### config.mk
export PLATFORM = sky130hd
export DESIGN_NAME = pipe_ctrl
export DESIGN_NICKNAME = d
export VERILOG_FILES = /design/src/rtl/pipe_ctrl.sv
export SDC_FILE = /design/constraint.sdc
export NUM_CORES = 1
export LEC_CHECK = 0
export CAP_MARGIN = 20
export CORE_AREA = 5 5 188 190
export DETAILED_ROUTE_END_ITERATION = 7
export DIE_AREA = 0 0 193 195
export PLACE_DENSITY = 0.75
export SLEW_MARGIN = 25
export SYNTH_ARGS = -nofsm -noshare
export SYNTH_HDL_FRONTEND = slang
export SYNTH_SLANG_ARGS = --single-unit
### constraint.sdc
create_clock -name clk -period 2.7 [get_ports clk]
set_clock_uncertainty 0.2 [all_clocks]
set_input_delay 0.27 -clock clk [delete_from_list [all_inputs] [get_ports clk]]
set_output_delay 0.27 -clock clk [all_outputs]
set_load 0.02 [all_outputs]
### src/rtl/pipe_ctrl.sv
// Frame controller for a 3x3 conv + 2x2 pool datapath: holds the weight bank,
// gates upstream pixels into the pipe, then waits for conv/pool drain or a timeout.
module pipe_ctrl #(
  parameter int IMG_W     = 220,
  parameter int IMG_H     = 220,
  parameter int DRAIN_MAX = 4095
) (
  input  logic         clk,
  input  logic         rst,
  input  logic         start,
  input  logic         cfg_we,
  input  logic [3:0]   cfg_addr,
  input  logic [31:0]  cfg_wdata,
  output logic [287:0] w_bus,
  input  logic         in_valid,
  output logic         in_ready,
  output logic         pix_valid,
  input  logic         conv_valid,
  input  logic         pool_valid,
  output logic         busy,
  output logic         done,
  output logic         timeout,
  output logic         cfg_err,
  output logic [15:0]  pix_cnt
);

  localparam int DW = (DRAIN_MAX > 1) ? $clog2(DRAIN_MAX + 1) : 1;

  localparam logic [15:0]   N_PIX_C     = 16'(IMG_W * IMG_H);
  localparam logic [15:0]   N_CONV_C    = 16'((IMG_W - 2) * (IMG_H - 2));
  localparam logic [15:0]   N_POOL_C    = 16'(((IMG_W - 2) / 2) * ((IMG_H - 2) / 2));
  localparam logic [DW-1:0] DRAIN_MAX_C = DW'(DRAIN_MAX);

  typedef enum logic [1:0] {
    S_IDLE,
    S_STREAM,
    S_DRAIN,
    S_DONE
  } state_t;

  state_t        state_q, state_d;
  logic [31:0]   weights [9];
  logic [15:0]   conv_cnt, pool_cnt;
  logic [15:0]   conv_nxt, pool_nxt;
  logic [DW-1:0] drain_cnt, drain_nxt;
  logic          cfg_ok, cfg_bad, start_ok, last_pix, complete, drain_hit;

  for (genvar k = 0; k < 9; k++) begin : g_wbus
    assign w_bus[32*k +: 32] = weights[k];
  end

  assign in_ready  = (state_q == S_STREAM);
  assign pix_valid = in_valid & in_ready;
  assign busy      = (state_q == S_STREAM) || (state_q == S_DRAIN);
  assign done      = (state_q == S_DONE);

  // Weights are frozen outside IDLE so the datapath sees one bank per frame.
  assign cfg_ok   = cfg_we && (state_q == S_IDLE) && (cfg_addr <= 4'd8);
  assign cfg_bad  = cfg_we && !cfg_ok;
  assign start_ok = start && (state_q == S_IDLE);
  assign last_pix = pix_valid && (pix_cnt == N_PIX_C - 16'd1);

  // Completion looks at the counts including this cycle's strobes.
  assign conv_nxt  = (conv_valid && conv_cnt != N_CONV_C) ? conv_cnt + 16'd1 : conv_cnt;
  assign pool_nxt  = (pool_valid && pool_cnt != N_POOL_C) ? pool_cnt + 16'd1 : pool_cnt;
  assign drain_nxt = drain_cnt + 1'b1;
  assign complete  = (conv_nxt == N_CONV_C) && (pool_nxt == N_POOL_C);
  assign drain_hit = (drain_nxt == DRAIN_MAX_C);

  always_comb begin
    // NOTE: default first so no path through the case leaves state_d unassigned (no latch).
    state_d = state_q;
    unique case (state_q)
      S_IDLE:   if (start)                 state_d = S_STREAM;
      S_STREAM: if (last_pix)              state_d = S_DRAIN;
      S_DRAIN:  if (complete || drain_hit) state_d = S_DONE;
      S_DONE:                              state_d = S_IDLE;
      default:                             state_d = S_IDLE;
    endcase
  end

  always_ff @(posedge clk) begin
    // NOTE: non-blocking assignments so every register samples pre-edge values.
    if (rst) begin
      state_q   <= S_IDLE;
      pix_cnt   <= '0;
      conv_cnt  <= '0;
      pool_cnt  <= '0;
      drain_cnt <= '0;
      timeout   <= 1'b0;
      cfg_err   <= 1'b0;
      // NOTE: the weight bank is reset too, since w_bus must read zero after reset.
      for (int k = 0; k < 9; k++) weights[k] <= '0;
    end else begin
      state_q <= state_d;

      if (cfg_ok) weights[cfg_addr] <= cfg_wdata;

      if (start_ok) begin
        pix_cnt   <= '0;
        conv_cnt  <= '0;
        pool_cnt  <= '0;
        drain_cnt <= '0;
        timeout   <= 1'b0;
        cfg_err   <= 1'b0;
      end

      // An illegal write in the same cycle as start still flags the error.
      if (cfg_bad) cfg_err <= 1'b1;

      if (pix_valid) pix_cnt <= pix_cnt + 16'd1;

      if (busy) begin
        conv_cnt <= conv_nxt;
        pool_cnt <= pool_nxt;
      end

      if (state_q == S_DRAIN) begin
        drain_cnt <= drain_nxt;
        if (!complete && drain_hit) timeout <= 1'b1;
      end
    end
  end

endmodule

## Word level (Yosys, flattened, before mapping)

Memories as Yosys holds them, arrays and structs flattened.
Index checks and enable logic that the tools add are counted.

- Add/subtract/negate cells: 4
- Multiply operators: 0
- Div/mod/pow operators: 0
- $lt $le $gt $ge: 1
- Equality and inequality tests: 12
- Shift operators: 0
- Muxes and demuxes: 25
- Bitwise operators: 1
- Reductions and logical operators: 20

Operator list:

| cell | count |
|---|---|
| two-way mux 16 bit | 6 |
| adder 16 x 1 -> 16 bit (second input constant) | 3 |
| == test 16 bit (second input constant) | 2 |
| two-way mux 32 bit | 1 |
| OR reduction 32 bit | 1 |
| two-way mux 12 bit | 2 |
| == test 16 x 14 -> 1 bit (second input constant) | 1 |
| inequality test 16 x 14 -> 1 bit (second input constant) | 1 |
| inequality test 16 bit (second input constant) | 1 |
| adder 12 x 1 -> 12 bit (second input constant) | 1 |
| == test 12 bit (second input constant) | 1 |
| two-way mux 1 bit | 11 |
| logical AND 1 bit | 9 |
| case mux 2 bit (4 select lines) | 1 |
| nonzero test 2 bit | 4 |
| two-way mux 2 bit | 3 |
| == test 2 bit (second input constant) | 2 |
| <= comparator 4 bit (second input constant) | 1 |
| two-way mux 4 bit | 1 |
| inequality test 2 x 1 -> 1 bit (second input constant) | 2 |
| AND reduction 3 bit | 1 |
| == test 2 x 1 -> 1 bit (second input constant) | 1 |
| logical NOT 1 bit | 2 |
| logical NOT 2 bit | 1 |
| 3 further kinds | 4 |

- Flip-flop bits (word level): 64
- Latch bits: 0
- Bits in writable memories: 288
- Memory bits (read-only): 0
- Logic and storage cells: 71
- Memories kept: 1

Memory list:

| name | words | bits a word | rd ports | clocked after Yosys merged registers in | wr ports | line | text |
|---|---|---|---|---|---|---|---|
| weights | 9 | 32 | 9 | 0 | 9 | 42 | `logic [31:0] weights [9];` |

## Logic depth before layout (Yosys ltp)

Gate-level depths: netlist of the first run.

- Depth after elaboration: 9
- Depth in mapped cells: 10
- Depth with buffers taken out: 10

## Worst setup path after synthesis of the first run

Ideal clock, no wire load.

- Path type: register -> register
- From: register conv_cnt[0]
- To: register state_q[0]
- Library setup time: 0.086 ns
- Arrival: 2.635 ns
- Setup slack: -0.221 ns
- Stages on the path, launching flop included: 10
- Cell sequence: dfxtp_1 -> inv_1 -> ha_1 -> or4b_4 -> o41a_1 -> a211oi_1 -> o211ai_1 -> o41ai_2 -> o21ai_2 -> a221oi_2

- Word-level cells in the longest chain between the ends: 8
- Elaborated cells on any way between the ends: 9
- Classes of those cells: add/sub (1); eq/ne (3); mux (1); reduce/logical (4)

RTL lines:

| item | line | text |
|---|---|---|
| start: declaration | 43 | `logic [15:0] conv_cnt, pool_cnt;` |
| start signal: assignment | 114 | `conv_cnt <= conv_nxt;` |
| parallel branches: the longest is 2 deep, another holds adder 16 x 1 -> 16 bit | n/a |  |
| two-way mux 16 bit * | 64 | `assign conv_nxt = (conv_valid && conv_cnt != N_CONV_C) ? conv_cnt + 16'd1 : conv_cnt;` |
| == test 16 bit * | 67 | `assign complete = (conv_nxt == N_CONV_C) && (pool_nxt == N_POOL_C);` |
| logical AND 1 bit * | 67 |  |
| logical OR 1 bit * | 76 | `S_DRAIN: if (complete \|\| drain_hit) state_d = S_DONE;` |
| inequality test 2 x 1 -> 1 bit (no source line) * | n/a |  |
| AND reduction 3 bit (no source line) * | n/a |  |
| end signal: assignment | 95 | `state_q <= state_d;` |
| end: declaration | 41 | `state_t state_q, state_d;` |

Mark *: on every way between the ends.
A chain may end at the register's enable or synchronous reset.

## Worst setup path after layout of the first run

Same ends and word-level chain as after synthesis.

==> results of run 1 <==
[cells in the final DEF (no fill, tap or decap), types with 5 or more instances in the layout]
master           count
clkdlybuf4s50_1    350
and2_1             289
edfxtp_1           288
buf_4              106
nor2_1              63
dfxtp_1             62
nand2_1             43
clkbuf_16           39
a21oi_1             31
nand3_1             31
o21ai_0             21
xnor2_1             21
a22oi_1             20
nand4_1             19
xor2_1              15
nor3_1              14
inv_1               13
nor2b_1             13
and3_1              12
or2_2               11
ha_1                11
buf_12              11
clkbuf_1            10
nor4_1               9
clkinv_1             9
or3_1                8
nand2b_1             7
nand3b_1             7
o211ai_1             7
nor2_2               7
o21a_1               6
nor4_2               5
[final timing paths]
path              cells past startpoint                    endpoint  slack [ps]                        from
setup / recovery                      9     state_q[0]$_SDFFE_PP0P_        -190    conv_cnt[0]$_SDFFE_PP0P_
hold reg to reg                       1  drain_cnt[11]$_SDFFE_PP0P_         290  drain_cnt[11]$_SDFFE_PP0P_
hold / removal                        3        cfg_err$_SDFFE_PP0P_         230                      cfg_we
setup reg to reg                      9     state_q[0]$_SDFFE_PP0P_        -190    conv_cnt[0]$_SDFFE_PP0P_
[repair_timing]
| item | CTS | global route |
|---|---|---|
| endpoints found under the setup margin | 4 | 3 |
| pin swaps | 6 | 0 |
| buffers inserted | 6 | 0 |
| resized for setup | 13 | 2 |
[power groups by stage]
stage | Clock (uW) | Sequential (uW) | Combinational [uW]
after detailed placement | 0 | 6370 | 2390
after global placement | 0 | 6360 | 2360
after floorplan | 0 | 6610 | 918
after CTS | 5180 | 6260 | 2460
final | 5090 | 6260 | 2450
after global routing | 5400 | 6280 | 2620
[Yosys cell counts (13+ instances only)]
library cell,instances
clkbuf_1,48
o21ai_0,21
dfxtp_1,64
inv_1,15
xor2_1,15
xnor2_1,21
nor2b_1,13
edfxtp_1,288
nor4_1,14
nor2_1,70
nand3_1,31
a21oi_1,31
nand4_1,19
nand2_1,43
a22oi_1,20
nor3_1,16
and2_1,289
[metal layers]
metal / global-route usage [%] / vias to the layer above / wire length [um] / share of wire, %
li1: - / 4999 / - / -
met4: 4.747 / 2 / 945 / 2.1
met2: 40.68 / 436 / 22700 / 51
met3: 4.321 / 62 / 3652 / 8.2
met1: 29.08 / 5215 / 17050 / 38
met5: 0 / - / 20 / 0.045
[through the flow]
| stage | utilization, % | setup TNS [ps] | total power, uW | std cells |
|---|---|---|---|---|
| 2_1_floorplan | - | -135.2 | 7526 | 1153 |
| 3_3_place_gp | 58.87 | -504.3 | 8725 | 2001 |
| 3_5_place_dp | 58.87 | -622.5 | 8762 | 2001 |
| 4_1_cts | 62.83 | -394.7 | 13890 | 2077 |
| 5_1_grt | 62.87 | -776.3 | 14310 | 2077 |
| 6_report | 62.87 | -385.0 | 13790 | 2077 |
[cells by family after synthesis]
family	after synthesis	synth area share, %
buf+inv	79	2.276
fa+ha+maj	12	1.015
xor+xnor	36	2.132
simple gates	557	21.63
mux	4	0.2792
compound gates	113	5.525
flops	352	67.15
[area by class of cell]
type	instances	area (um2)
fillers	2517	12360
flip-flops and latches	352	9935
multi-input cells	722	4607
repair buffers	469	4533
clock buffers	50	1027
well taps	448	560.5
clock inverters	20	197.7
inverters	16	62.56
[worst max-delay path, stage by stage, from the launching register on]
cell and delay, ps:
dfxtp_4 360, inv_4 60, ha_4 120, or4b_4 470
o41a_1 400, a211oi_2 220, o211ai_1 140, o41ai_2 440
o21ai_2 110, a221oi_2 280
[state kept, by name, indices dropped and copies added (netlist names)]
name       cells
weights      288
pix_cnt       16
conv_cnt      16
state_q        2
cfg_err        1
drain_cnt     12
timeout        1
pool_cnt      16
==> metrics.yaml, run 1 <==
global_routing:
  antenna_found_initial: 1
  grt_start_max_net_pins: 76
  grt_usage_pct: 22.83
  grt_pass1_vias: 10522
  grt_pass1_wl_um: 65520
  grt_overflow: 0
placement:
  dp_hpwl_um: 31490
  portBuffers: 352
  place_area_um2: 19590
  pre_cts_ws_ps: -327.3
  gp_congestion: 0.8754
sta:
  rsz0062_at_grt: "yes"
  hold_viol_final: 0
  setup_slack_ps: -187.0
  tightest_slew_ps: 823.7
  final-max-slew-violation-count: 0
  max_freq_mhz: 346.4
  setup_viol: 3
  finalHoldWorstSlack_ps: 231.2
  finalCritPeriodShare_pct: 106.9
  period_needed_ps: 2887
  relSlewSlack_pct: 45.09
detailed_routing:
  wl_per_cell_um: 21.36
  drt_iter0_drc: 790
  num_vias: 10714
  routed_wl_um: 44370
  drt-pass1-iter-count: 5
  vias_per_cell: 5.158
  ant_nets: 0
  drc: 0
power_and_ir_drop:
  power.internal_uw: 10070
  powerDensity_nw_per_um2: 659.1
  leakagePower_uw: 0.007778
  ir_worst_vdd_uv: 809.5
  p_switching_uw: 3722
  p_sw_share_pct: 26.99
  power_frac_seq_pct: 45.4
  clockPowerShare_pct: 36.9
  combPwrFrac_pct: 17.7
cells_and_area:
  n_antenna_cell: 0
  area_growth_pct: 41.48
  drive_gt1_share_pct: 13.26
  nets: 1654
  stdcell_area_um2: 20920
clock_tree:
  root_buffer: "clkbuf_16"
  ctsHtreeMaxLevel: 2
  clkSinkCount: 352
  worst_skew_pair.late_latency_ps: 510
  cts_buffers: 38
  clk_pin_slew_ps: 60
  clockBufferDepth: 3
  holdBufCountCts: 0
  cts_tree: "yes"
worst_setup_path:
  cp-end-kind: "register"
  start_kind: "register"
  critical_path_class: "reg -> reg"
  critical_path_required_ps: 2920
  worstPathArrival_ps: 3110
  path_max_fanout: 4
job:
  drv_cap: 0
synth:
  ys_ff_latch: 352
  synth.distinct_cells: 59
  synthCells: 1153
  ys_async_sr_fraction_pct: 0
  syn_nets: 1208
  yosysWarnings: 0
  synth-seq-area-share_pct: 67.15
  avgSynthCellArea_um2: 12.83
  synth_flop_cell: "edfxtp_1"
  post-synth-top-area-fraction_pct: 58.48
  synth_enable_flop_cells: 288
  synth_area_leaders: "edfxtp_1, and2_1, dfxtp_1"
  synth_area_um2: 14790
  yosysTopAreaCell: "edfxtp_1"
die:
  start_util_pct: 44.43
  core_area_um2: 33280
  die_width_um: 193
  die-area_um2: 37640
  die_h_um: 195
  std_cell_rows: 67
  io_pins: 353
run_status:
  outcome: "complete, but fails checks"
  violations: "setup timing"
worst_hold_path:
  hp-class: "in -> reg"
(Power assumes the default switching activity.)
==> run 2, diff against run 1 <==
--- a/config.mk
+++ b/config.mk
@@ -10,7 +10,7 @@
 export DETAILED_ROUTE_END_ITERATION = 7
 export DIE_AREA = 0 0 193 195
 export PLACE_DENSITY = 0.75
-export SLEW_MARGIN = 25
+export SLEW_MARGIN = 20
 export SYNTH_ARGS = -nofsm -noshare
 export SYNTH_HDL_FRONTEND = slang
 export SYNTH_SLANG_ARGS = --single-unit
==> results of run 2 <==
No change in the layout: final DEF, timing and power equal those of run 1.
